File: config.mk
export PLATFORM = sky130hd
export DESIGN_NAME = univ_counter
export DESIGN_NICKNAME = d
export VERILOG_FILES = /design/src/rtl/univ_counter_pkg.sv /design/src/rtl/count_prescaler.sv /design/src/rtl/univ_counter.sv
export SDC_FILE = /design/constraint.sdc
export NUM_CORES = 1
export LEC_CHECK = 0
export CORE_ASPECT_RATIO = 1.25
export CORE_MARGIN = 3
export CORE_UTILIZATION = 40
export CTS_BUF_LIST = sky130_fd_sc_hd__clkbuf_8 sky130_fd_sc_hd__clkbuf_16
export DETAILED_ROUTE_END_ITERATION = 8
export HOLD_SLACK_MARGIN = 0.05
export MAX_ROUTING_LAYER = met4
export PLACE_DENSITY_LB_ADDON = 0.25
export SLEW_MARGIN = 5
export SYNTH_ARGS = -nofsm -noshare
export SYNTH_HDL_FRONTEND = slang
export SYNTH_HIERARCHICAL = 1
export SYNTH_SLANG_ARGS = --single-unit
File: constraint.sdc
create_clock -name clk -period 2.4 [get_ports clk]
set_input_delay 0.6 -clock clk [delete_from_list [all_inputs] [get_ports clk]]
set_output_delay 0.6 -clock clk [all_outputs]
set_load 0.01 [all_outputs]
File: src/rtl/univ_counter_pkg.sv
// Shared constants for the universal up/down counter: direction and mode
// encodings plus the default parameter values used by the counter and its
// optional prescaler.
package univ_counter_pkg;

   localparam logic DIR_UP    = 1'b1;
   localparam logic DIR_DOWN  = 1'b0;
   localparam logic MODE_WRAP = 1'b0;
   localparam logic MODE_SAT  = 1'b1;

   localparam int DEFAULT_N       = 8;
   localparam int DEFAULT_PRE_DIV = 4;

endpackage

File: src/rtl/count_prescaler.sv
// Modulo-PRE_DIV prescaler for univ_counter. It advances while enable is
// high, is forced back to 0 by clear, and flags the cycle in which it sits
// on its last value with enable high so the counter can take one step.
module count_prescaler
   import univ_counter_pkg::*;
#(
   parameter int PRE_DIV = DEFAULT_PRE_DIV
) (
   input  logic clk,
   input  logic reset,
   input  logic clear,
   input  logic enable,
   output logic terminal
);

   localparam int            CW   = (PRE_DIV > 2) ? $clog2(PRE_DIV) : 1;
   localparam logic [CW-1:0] LAST = CW'(PRE_DIV - 1);
   localparam logic [CW-1:0] ZERO = {CW{1'b0}};
   localparam logic [CW-1:0] ONE  = CW'(1);

   logic [CW-1:0] cnt_r;
   logic [CW-1:0] cnt_next_s;

   // Next prescale value: clear wins, otherwise advance modulo PRE_DIV while enabled.
   always_comb begin
      cnt_next_s = cnt_r;
      if (clear) begin
         cnt_next_s = ZERO;
      end else if (enable) begin
         if (cnt_r == LAST) begin
            cnt_next_s = ZERO;
         end else begin
            cnt_next_s = cnt_r + ONE;
         end
      end else begin
         cnt_next_s = cnt_r;
      end
   end

   // Prescale state register with synchronous reset.
   always_ff @(posedge clk) begin
      if (reset) begin
         cnt_r <= ZERO;
      end else begin
         cnt_r <= cnt_next_s;
      end
   end

   assign terminal = enable & (cnt_r == LAST);

endmodule

File: src/rtl/univ_counter.sv
// Universal N-bit counter with runtime terminal value `limit`: synchronous
// clear, parallel load, up/down stepping with wrap or saturate behaviour,
// and combinational max/min/wrap indications.
// Optional feature: define UNIV_COUNTER_PRESCALE_EN to insert a PRE_DIV
// prescaler so that a step only happens once every PRE_DIV enabled cycles.
module univ_counter
   import univ_counter_pkg::*;
#(
   parameter int N       = DEFAULT_N,
   parameter int PRE_DIV = DEFAULT_PRE_DIV
) (
   input  logic         clk,
   input  logic         reset,
   input  logic         syn_clr,
   input  logic         load,
   input  logic         en,
   input  logic         up,
   input  logic         sat,
   input  logic [N-1:0] d,
   input  logic [N-1:0] limit,
   output logic [N-1:0] q,
   output logic         max_tick,
   output logic         min_tick,
   output logic         wrap_tick
);

   localparam logic [N-1:0] ZERO = {N{1'b0}};
   localparam logic [N-1:0] ONE  = {{(N-1){1'b0}}, 1'b1};

   logic [N-1:0] q_r;
   logic [N-1:0] q_next_s;
   logic         step_s;
   logic         at_top_s;
   logic         at_zero_s;
   logic         wrap_s;

`ifdef UNIV_COUNTER_PRESCALE_EN
   logic pre_term_s;
   logic pre_clear_s;

   // Load and clear restart the prescale phase so a fresh value gets a full period.
   assign pre_clear_s = syn_clr | load;

   count_prescaler #(
      .PRE_DIV (PRE_DIV)
   ) u_prescaler (
      .clk      (clk),
      .reset    (reset),
      .clear    (pre_clear_s),
      .enable   (en),
      .terminal (pre_term_s)
   );

   assign step_s = en & pre_term_s;
`else
   assign step_s = en;
`endif

   // q above limit (after a load of d > limit) is treated like q at limit.
   assign at_top_s  = (q_r >= limit);
   assign at_zero_s = (q_r == ZERO);

   // Wrap only when a real step happens in wrap mode at a bound; clear/load/reset pre-empt the step.
   always_comb begin
      wrap_s = 1'b0;
      if (reset | syn_clr | load) begin
         wrap_s = 1'b0;
      end else if (step_s && (sat == MODE_WRAP)) begin
         wrap_s = ((up == DIR_UP) && at_top_s) || ((up == DIR_DOWN) && at_zero_s);
      end else begin
         wrap_s = 1'b0;
      end
   end

   // Next count with priority clear > load > step > hold.
   always_comb begin
      q_next_s = q_r;
      if (syn_clr) begin
         q_next_s = ZERO;
      end else if (load) begin
         q_next_s = d;
      end else if (step_s) begin
         if (up == DIR_UP) begin
            if (!at_top_s) begin
               q_next_s = q_r + ONE;
            end else if (sat == MODE_SAT) begin
               q_next_s = limit;
            end else begin
               q_next_s = ZERO;
            end
         end else begin
            if (!at_zero_s) begin
               q_next_s = q_r - ONE;
            end else if (sat == MODE_SAT) begin
               q_next_s = ZERO;
            end else begin
               q_next_s = limit;
            end
         end
      end else begin
         q_next_s = q_r;
      end
   end

   // Count register; synchronous reset overrides every other control.
   always_ff @(posedge clk) begin
      if (reset) begin
         q_r <= ZERO;
      end else begin
         q_r <= q_next_s;
      end
   end

   assign q         = q_r;
   assign max_tick  = (q_r == limit);
   assign min_tick  = at_zero_s;
   assign wrap_tick = wrap_s;

endmodule

Word level (Yosys, flattened, before mapping)

Index checks and enable logic that the tools add are counted.

Bits in registers: 8
Input bits: 23
Output and inout bits: 11
Logic and storage cells: 25

$add $sub $neg: 2
Order comparisons: 1
Eq/ne operators: 1
Multiplexer cells: 9
Bitwise operators: 4
Reductions and logical operators: 7

Operators with widths:

| operator                                                           | count |
|---|---|
| 8-bit two-way mux                                                  | 7 |
| 8-bit by 1-bit adder with 8-bit output, second input constant      | 1 |
| 8-bit == test                                                      | 1 |
| 8-bit greater-or-equal comparator                                  | 1 |
| 8-bit zero test                                                    | 1 |
| 8-bit by 1-bit subtractor with 8-bit output, second input constant | 1 |
| 1-bit logical AND                                                  | 3 |
| 1-bit two-way mux                                                  | 2 |
| 1-bit NOT                                                          | 2 |
| 1-bit OR                                                           | 2 |
| 2-bit nonzero test                                                 | 1 |
| 2-bit OR reduction                                                 | 1 |
| 1-bit logical OR                                                   | 1 |

Longest topological paths before layout

Depth in word-level cells: 5
Depth in mapped cells: 9
Mapped depth without buffers: 8

Least setup slack after synthesis

No wires, ideal clock.

Path type: input to output
Start point: input limit[0]
End point: output wrap_tick
Arrival: 1.853 ns
Required time: 1.800 ns
Path slack: -0.053 ns
Stages: 6
Cells stage by stage: ha_1 > nand2b_1 > a2111oi_0 > o31a_1 > buf_4 > a21oi_1

Longest elaborated chain between the ends: 5

Ends and longest elaborated chain:

| element                           | RTL line           | RTL |
|---|---|---|
| from (decl)                       | univ_counter.sv:20 | `input logic [N-1:0] limit,` |
| 8-bit greater-or-equal comparator | univ_counter.sv:60 | `assign at_top_s = (q_r >= limit);` |
| 1-bit logical AND                 | univ_counter.sv:69 | `wrap_s = ((up == DIR_UP) && at_top_s) \|\| ((up == DIR_DOWN) && at_zero_s);` |
| 1-bit logical OR                  | univ_counter.sv:69 |  |
| 1-bit two-way mux                 | univ_counter.sv:68 | `end else if (step_s && (sat == MODE_WRAP)) begin` |
| 1-bit two-way mux                 | univ_counter.sv:66 | `if (reset \| syn_clr \| load) begin` |
| to (decl)                         | univ_counter.sv:24 | `output logic wrap_tick` |

No other way between the ends.

Worst setup path after layout

Ends and elaborated chain as after synthesis.

==> impl_metrics.env <==
export IMPL_finalWorstSetupSlack_ns=0.01007
export IMPL_place_congestion=0.9387
export IMPL_antenna_found_initial=0
export IMPL_firstDrtPassIters=4
export IMPL_cp_cell_sequence="buf_8 > ha_4 > nand2b_4 > a2111oi_4 > o31a_1 > a21oi_2 > buf_2"
export IMPL_grt_pass1_wl_um=6603
export IMPL_p_leak_nw=0.8056
export IMPL_synth_area_um2=1184
export IMPL_clock_fmax_mhz=418.4
export IMPL_crit_required_ns=1.80
export IMPL_synth_top_cells_by_area="dfxtp_1, ha_1, mux2i_1, nand3_1, a21oi_1"
export IMPL_clockBufferDepth=2
export IMPL_numCtsBuffers=3
export IMPL_synth_edff_count=0
export IMPL_yosysWarnings=6
export IMPL_cts_sinks=8
export IMPL_yosysUniqueCellTypes=47
export IMPL_dp_slack_ns=-0.8157
export IMPL_antenna_cells=0
export IMPL_hp_class="reg -> reg"
export IMPL_crit_fanout=2
export IMPL_fill_cells=250
export IMPL_clockRootBuffer="clkbuf_8"
export IMPL_mostFrequentLayoutCells="buf_4, clkdlybuf4s50_1, nand3_1"
export IMPL_ys_ff_latch=8
export IMPL_clkSlewWorstSetupHoldPaths_ns=0.04
export IMPL_outcome="complete, no violations"
export IMPL_core_um2=2759
export IMPL_crit_type="in -> out"
export IMPL_maxSlewViolCount=0
export IMPL_nets=253
export IMPL_dpl_hpwl_um=3082
export IMPL_critPathSlowestCell="a2111oi_4"
export IMPL_multi_input_area_um2=1017
export IMPL_grt_use_total_pct=25.41
export IMPL_ant_nets=0
export IMPL_dieArea_um2=3652
export IMPL_crit_path_max_incr_delay_ns=0.28
export IMPL_io_buffers=33
export IMPL_die_h_um=66.82
export IMPL_vias_per_cell=5.622
export IMPL_cts_tree="built"
export IMPL_synth_top_cell_by_area="dfxtp_1"
export IMPL_period_share_pct=99.58
export IMPL_hold_slack_ns=0.7504
export IMPL_fin_skew_ns=0.0005889
export IMPL_setup_tns_ns=0
export IMPL_cp_data_arrival_time_ns=1.79
export IMPL_syn_to_final_growth_pct=58.35
export IMPL_rsz0062_at_grt="yes"
export IMPL_syn_avg_cell_area_um2=7.444
export IMPL_ff_latch_area_um2=160.2
export IMPL_netlist_instances=159
export IMPL_rows=21
export IMPL_largest_reg_flops=8
export IMPL_io_pins=34
export IMPL_start_util_pct=42.90
export IMPL_async_reset_ff_share_pct=0
export IMPL_power_density_nw_per_um2=355.7
export IMPL_drive_gt1_share_pct=33.64
export IMPL_syn_nets=193
export IMPL_power_w=0.0006667
export IMPL_final_common_cell="buf_4"
export IMPL_synth_top_cell_area_share_pct=13.53
export IMPL_maxCapViolCount=0
export IMPL_globalRouteOverflowTotal=0
export IMPL_grt_max_degree=17
export IMPL_die_w_um=54.66
export IMPL_post_route_util_pct=67.94
export IMPL_insertion_delay_ns=0.23
export IMPL_drc=0
export IMPL_postRouteWirelength_um=4014
export IMPL_fin_crit_ns=2.390
export IMPL_wl_per_cell_um=15.99
export IMPL_vias=1411
export IMPL_h_tree_depth=1
export IMPL_ir_drop_mv=0.2729
export IMPL_setup_viol=0
export IMPL_worst_slew_pin_slew_ns=0.3215
export IMPL_seq_area_frac_synth_pct=13.53
export IMPL_synth_ff_type="dfxtp_1"
export IMPL_final_hold_viol_count=0
export IMPL_grt_pass1_vias=1450
export IMPL_drtIter0Drc=53
export IMPL_worstSetupEndpointType="primary output"
export IMPL_relSlewSlack_pct=78.37
export IMPL_start_kind="input port"
where the power goes:
part           internal [W]  switching (W)
clock              0.000109      0.0000557
combinational      0.000189       0.000163
sequential         0.000140     0.00000925
synth_stat cells, types with 2 or more instances:
library cell / n
inv_1: 12
nand3_1: 12
a21oi_1: 11
ha_1: 11
nand2_1: 9
dfxtp_1: 8
o21ai_0: 8
clkbuf_1: 7
mux2i_1: 7
nor2_1: 7
xnor2_1: 6
o31ai_1: 5
a31oi_1: 4
nor2b_1: 4
xor2_1: 4
nand2b_1: 3
o211ai_1: 3
buf_2: 2
buf_6: 2
clkbuf_4: 2
nand4_1: 2
nor4_1: 2
o21a_1: 2
o221ai_1: 2
or3_1: 2
logic make-up (layout without fill, tap and decap cells):
| kind of cell | after synthesis | in the layout | share of synthesized area [%] |
|---|---|---|---|
| and+or+nand+nor | 50 | 50 | 23.79 |
| AOI/OAI and AO/OA | 46 | 46 | 26.11 |
| buffers and inverters | 26 | 84 | 10.68 |
| adders and majority gates | 11 | 11 | 11.63 |
| xor gates and xnor gates | 10 | 10 | 7.399 |
| muxes | 8 | 8 | 6.871 |
| DFF | 8 | 8 | 13.53 |
critical path, delay by kind of cell:
kind / cells / cell delay (ns)
buffers and inverters: 2 / 0.24
AOI/OAI and AO/OA: 3 / 0.57
and+or+nand+nor: 1 / 0.14
adders and majority gates: 1 / 0.23
repair_timing:
action | in CTS | in global routing
endpoints found under the setup margin | 11 | 3
setup buffers | 0 | 3
hold buffers | 0 | 0
pin swaps | 10 | 9
resized for setup | 42 | 13
layer usage:
layer	part of all wire [%]	GRT usage, %	vias up
met5	0	-	-
met1	43	29.73	663
met2	50	42.01	41
met4	2.9	11.84	0
li1	-	-	693
met3	4.3	2.908	14
worst paths after layout:
kind	startpoint	endpoint	slack, ns	cells past startpoint
worst max-delay path	limit[0]	wrap_tick	0.01	7
worst min register to register	q[1]	q[1]	0.75	3
worst min-delay path	q[1]	q[1]	0.75	3
worst max register to register	q[1]	q[5]	0.23	8
final cells by class:
class / instances / area share, %
multi-input combinational: 125 / 54.27
timing repair buffer: 69 / 30.31
sequential: 8 / 8.545
inverter: 12 / 2.403
tap: 34 / 2.270
clock buffer: 3 / 2.203
stage by stage:
stage	instance area [µm²]	instances
4_1_cts	1873	248
3_5_place_dp	1733	245
3_3_place_gp	1733	245
5_1_grt	1874	251
6_report	1874	251
2_1_floorplan	1197	159
No activity file was read; power rests on OpenSTA's default activity.
